[config.mk]
export PLATFORM = sky130hd
export DESIGN_NAME = uart_packet_rx
export DESIGN_NICKNAME = d
export VERILOG_FILES = /design/src/rtl/uart_packet_rx.sv
export SDC_FILE = /design/constraint.sdc
export NUM_CORES = 1
export LEC_CHECK = 0
export ABC_AREA = 1
export ABC_CLOCK_PERIOD_IN_PS = 4800
export CAP_MARGIN = 0
export CORE_MARGIN = 4
export CORE_UTILIZATION = 30
export DETAILED_ROUTE_END_ITERATION = 8
export RECOVER_POWER = 25
export SLEW_MARGIN = 20
export SYNTH_ARGS = -nofsm -noshare
export SYNTH_HDL_FRONTEND = slang
export SYNTH_SLANG_ARGS = --single-unit
[constraint.sdc]
create_clock -name clk_i -period 4.8 [get_ports clk_i]
set_input_delay 0.96 -clock clk_i [delete_from_list [all_inputs] [get_ports clk_i]]
set_output_delay 0.96 -clock clk_i [all_outputs]
set_load 0.05 [all_outputs]
[src/rtl/uart_packet_rx.sv]
// uart_packet_rx: sync-hunting framed packet parser (cmd, len, payload, XOR checksum)
// holding one validated packet in a buffer until acknowledged.
module uart_packet_rx #(
    parameter int MAX_LEN = 16,
    parameter logic [7:0] SYNC_BYTE = 8'hA5,
    parameter int TIMEOUT_CLKS = 12000,
    localparam int AW = (MAX_LEN > 1) ? $clog2(MAX_LEN) : 1
) (
    input  logic          clk_i,
    input  logic          rst_n_i,
    input  logic [7:0]    rx_byte_i,
    input  logic          byte_available_i,
    output logic [7:0]    pkt_cmd_o,
    output logic [7:0]    pkt_len_o,
    input  logic [AW-1:0] rd_addr_i,
    output logic [7:0]    rd_data_o,
    output logic          pkt_ready_o,
    input  logic          pkt_ack_i,
    output logic          err_o,
    output logic [1:0]    err_code_o
);
    typedef enum logic [2:0] {S_SYNC, S_CMD, S_LEN, S_PAYLOAD, S_CSUM, S_HOLD} state_t;

    state_t      state_q, state_d;
    logic [7:0]  idx_q, idx_d, csum_q, csum_d, cmd_q, cmd_d, len_q, len_d;
    logic [7:0]  pcmd_q, pcmd_d, plen_q, plen_d, rd_data_q;
    logic [15:0] tmo_q, tmo_d;
    logic        err_q, err_d, wr_en;
    logic [1:0]  code_q, code_d;
    logic [7:0]  mem [MAX_LEN];

    wire bv = byte_available_i;
    wire [7:0] rx = rx_byte_i;
    wire counting = (state_q != S_SYNC) && (state_q != S_HOLD);

    always_comb begin
        state_d = state_q;
        idx_d   = idx_q;
        csum_d  = csum_q;
        cmd_d   = cmd_q;
        len_d   = len_q;
        pcmd_d  = pcmd_q;
        plen_d  = plen_q;
        err_d   = 1'b0;
        code_d  = code_q;
        wr_en   = 1'b0;
        tmo_d   = bv ? 16'd0 : tmo_q;
        case (state_q)
            S_SYNC: if (bv && rx == SYNC_BYTE) begin
                state_d = S_CMD;
                csum_d  = 8'd0;
                idx_d   = 8'd0;
            end
            S_CMD: if (bv) begin
                cmd_d   = rx;
                csum_d  = csum_q ^ rx;
                state_d = S_LEN;
            end
            S_LEN: if (bv) begin
                len_d   = rx;
                csum_d  = csum_q ^ rx;
                state_d = (rx > 8'(MAX_LEN)) ? S_SYNC : (rx == 8'd0) ? S_CSUM : S_PAYLOAD;
                err_d   = rx > 8'(MAX_LEN);
                code_d  = (rx > 8'(MAX_LEN)) ? 2'b01 : code_q;
            end
            S_PAYLOAD: if (bv) begin
                wr_en   = 1'b1;
                csum_d  = csum_q ^ rx;
                idx_d   = (idx_q + 8'd1 == len_q) ? 8'd0 : idx_q + 8'd1;
                state_d = (idx_q + 8'd1 == len_q) ? S_CSUM : S_PAYLOAD;
            end
            S_CSUM: if (bv) begin
                state_d = (rx == csum_q) ? S_HOLD : S_SYNC;
                err_d   = rx != csum_q;
                code_d  = (rx == csum_q) ? code_q : 2'b10;
                pcmd_d  = (rx == csum_q) ? cmd_q : pcmd_q;
                plen_d  = (rx == csum_q) ? len_q : plen_q;
            end
            S_HOLD: begin
                // an ack in the same cycle as a byte frees us to treat it as a sync candidate
                if (pkt_ack_i) begin
                    state_d = (bv && rx == SYNC_BYTE) ? S_CMD : S_SYNC;
                    csum_d  = 8'd0;
                    idx_d   = 8'd0;
                end else if (bv) begin
                    err_d  = 1'b1;
                    code_d = 2'b00;
                end
            end
            default: state_d = S_SYNC;
        endcase
        if (counting && !bv) begin
            if (tmo_q == 16'(TIMEOUT_CLKS - 1)) begin
                err_d   = 1'b1;
                code_d  = 2'b11;
                state_d = S_SYNC;
                tmo_d   = 16'd0;
                idx_d   = 8'd0;
            end else begin
                tmo_d = tmo_q + 16'd1;
            end
        end
    end

    always_ff @(posedge clk_i) begin
        if (!rst_n_i) begin
            state_q   <= S_SYNC;
            idx_q     <= '0;
            csum_q    <= '0;
            cmd_q     <= '0;
            len_q     <= '0;
            pcmd_q    <= '0;
            plen_q    <= '0;
            tmo_q     <= '0;
            err_q     <= 1'b0;
            code_q    <= 2'b00;
            rd_data_q <= '0;
        end else begin
            state_q   <= state_d;
            idx_q     <= idx_d;
            csum_q    <= csum_d;
            cmd_q     <= cmd_d;
            len_q     <= len_d;
            pcmd_q    <= pcmd_d;
            plen_q    <= plen_d;
            tmo_q     <= tmo_d;
            err_q     <= err_d;
            code_q    <= code_d;
            rd_data_q <= (32'(rd_addr_i) >= MAX_LEN) ? 8'h00 : mem[rd_addr_i];
        end
    end

    always_ff @(posedge clk_i) begin
        if (wr_en) mem[idx_q[AW-1:0]] <= rx;
    end

    assign pkt_cmd_o   = pcmd_q;
    assign pkt_len_o   = plen_q;
    assign rd_data_o   = rd_data_q;
    assign pkt_ready_o = state_q == S_HOLD;
    assign err_o       = err_q;
    assign err_code_o  = code_q;
endmodule

==> metrics.yaml <==
status:
  outcome: "finished, final reports clean"
logic_synthesis:
  yosys.cell_types.count: 39
  syn_nets: 928
  synth-xor-area-share_pct: 0.889
  syn_inst: 907
  seq_area_frac_synth_pct: 61.0
  synth_compound_area_share_pct: 16.4
  muxShareOfSynthArea_pct: 0
  ys_warn_count: 0
  synth_top_family_by_area: "compound AO/OA/AOI/OAI gates"
  ys_ff_latch: 206
  synth-simple-area-share_pct: 15.7
  synthAdderAreaFrac_pct: 0.706
  avgSynthCellArea_um2: 9.78
  syn_area_mm2: 0.00887
route:
  post-route-drc-count: 0
  vias: 6804
  viasPerCell: 5.04
  finalWirelength_um: 23400
  drt_iter0_markers: 842
  first_pass_iters: 5
  wl_per_cell_um: 17.3
  ant_nets: 0
timing:
  fin_tns_setup_ns: 0
  timing.final.crit_period_ns: 3.31
  setup_viol: 0
  max_freq_ghz: 0.302
  grt_setup_unrepaired: "no"
  fin_crit_sh_pct: 69.0
  slew_headroom_pct: 20.7
  worst_pin_slew_ns: 1.19
  skew_ns: 0.0153
  finalMaxSlewViolations: 0
  hold_violations: 0
floorplan:
  die-area_mm2: 0.0324
  io_pins: 44
  core.rowCount: 62
  initial_core_util_pct: 30.6
  die_w_um: 180
  core-area_mm2: 0.0289
  die_h_um: 180
cts:
  cts_root_buffer: "clkbuf_16"
  cts-resized-gates: 0
  cts_tree: "built"
  cts_buffers: 21
  clk_pin_slew_ns: 0.06
  hold_buffers: 0
  htreeDepth: 1
  worstSkewPairLatency_ns: 0.51
  cts.sinks: 206
  cts_buffer_depth: 3
  cts_setup_buffers: 0
setup_path:
  r2r-start: "state_q[0]"
  arrival_ns: 3.74
  r2r_end: "mem[8][7]"
  r2r_slack_ns: 2.34
  worstPathRequired_ns: 5.23
  r2r_cells: 9
  crit_path_max_fanout: 21
  end_kind: "register"
  crit_type: "in -> reg"
  start_kind: "primary input"
placed_design:
  place_area_mm2: 0.00975
  port_buffers: 43
  finalWeightedCongestion: 0.854
  place_inst: 1314
  dp_hpwl_um: 15400
power:
  sw_frac_of_total_pct: 22.2
  p_comb_share_pct: 5.5
  leakage_nw: 3.52
  clockPowerShare_pct: 43.6
  ir_worst_vdd_uv: 271
  pwr_density_cell_mw_per_mm2: 356
  p_sw_mw: 0.821
  p_seq_share_pct: 51.0
  cell_internal_pwr_mw: 2.88
final_layout:
  areaGrowthSynthToFinish_pct: 17.2
  antennaDiodeCount: 0
  fin_nets: 974
  final_cell_mix: "edfxtp_1 (128), nand2_1 (125), o21ai_0 (121)"
  fin_cells: 1351
  layout-drive-gt1-share_pct: 8.48
  fillers: 2868
  final_common_cell: "edfxtp_1"
  design_area_mm2: 0.0104
grt:
  grt_pass1_wl_um: 36700
  grt_max_degree: 61
  grt_pass1_vias: 6479
  track_usage_pct: 14.0
  antenna_found_initial: 0
  grt_remaining_overflow: 0
min_path:
  hold_path_end: "pkt_cmd_o[3]"
  min_from: "cmd_q[3]"
  hold_depth: 2
  hold_class: "reg -> reg"
flow_run:
  max_cap_viol_count: 0
## layer usage
metal  vias to the layer above  track usage, %  part of all wire, %
li1                       3269               -                    -
met1                      3286            19.9                   46
met2                       215            22.2                   45
met3                        34            2.43                  6.3
met4                         0            3.96                  2.5
met5                         -               0                    0
## cell usage after synthesis, drive strengths merged
library cell,number,area (um2)
nand2,130,500
edfxtp,128,3840
nor2,126,536
o21ai,123,619
dfxtp,78,1560
inv,74,278
a21oi,71,359
nand3,44,233
clkbuf,28,105
o221ai,25,219
buf,13,77.6
nor3,11,77.6
xnor2,9,78.8
o211a,8,80.1
o211ai,8,60.1
o22ai,8,50.1
ha,5,62.6
nand4,5,31.3
a32oi,3,26.3
clkinv,3,12.5
or2,2,12.5
a221oi,1,15.0
a31oi,1,6.26
nor4,1,6.26
o21a,1,7.51
o21bai,1,7.51
## final cells by class
class                   instances  area [um2]  share of cell area [%]
clock inverters                12         110                    1.06
inverters                      77         290                    2.79
multi-input cells             583        2990                    28.8
flip-flops and latches        206        5410                    52.0
repair buffers                 64         557                    5.36
clock buffers                  25         561                    5.39
well taps                     384         480                    4.62
## metrics by stage
step / hold slack (ns) / utilization, % / total power, mW / setup WS [ns]
floorplan: 0.430 / - / 2.03 / 2.10
global placement: 0.438 / 33.7 / 2.13 / 1.41
detailed placement: 0.452 / 33.7 / 2.13 / 1.42
CTS: 0.460 / 36.0 / 3.73 / 1.74
global route: 0.484 / 35.9 / 3.82 / 1.19
finish: 0.456 / 35.9 / 3.70 / 1.49
## power by group through the flow
| stage | Clock, mW | Combinational (mW) | Sequential (mW) |
|---|---|---|---|
| detailed placement | 0 | 0.206 | 1.92 |
| finish | 1.61 | 0.202 | 1.89 |
| floorplan | 0 | 0.0898 | 1.94 |
| CTS | 1.64 | 0.207 | 1.89 |
| global route | 1.72 | 0.218 | 1.88 |
| global placement | 0 | 0.206 | 1.92 |
## how the worst max path moves through the flow
stage / end / start / cells past startpoint / slack (ns)
detailed placement: rd_data_o[6] / rd_addr_i[1] / 7 / 1.42
global placement: rd_data_o[4] / rd_addr_i[1] / 7 / 1.41
floorplan: mem[7][0] / byte_available_i / 5 / 2.10
global route: pkt_cmd_o[6] / rx_byte_i[0] / 9 / 1.19
finish: pkt_cmd_o[6] / rx_byte_i[0] / 9 / 1.49
CTS: pkt_ready_o / state_q[2] / 3 / 1.74
## registers in the layout (all words and copies together), names as in the netlist, 3 cells and up
name / cells
rd_data_o: 8
len_q: 8
pkt_cmd_o: 8
idx_q: 8
state_q: 3
tmo_q: 16
cmd_q: 8
mem: 128
csum_q: 8
pkt_len_o: 8
## critical path, cell delays in order
cell and delay, ns:
dlygate4sd3_1 0.52, clkbuf_1 0.87, xnor2_1 0.23, nand2_1 0.10, nor2_1 0.10, nand2_1 0.16, nor3_4 0.47, o21ai_0 0.17
a21oi_1 0.15
## cell families (layout without fill, tap and decap cells)
logic type	after synthesis	count (layout)
flip-flops	206	206
AND/OR/NAND/NOR	319	319
adder cells (fa/ha/maj)	5	5
buffers and inverters	118	178
XOR/XNOR	9	9
AO/OA/AOI/OAI	250	250
(Power assumes the default switching activity.)
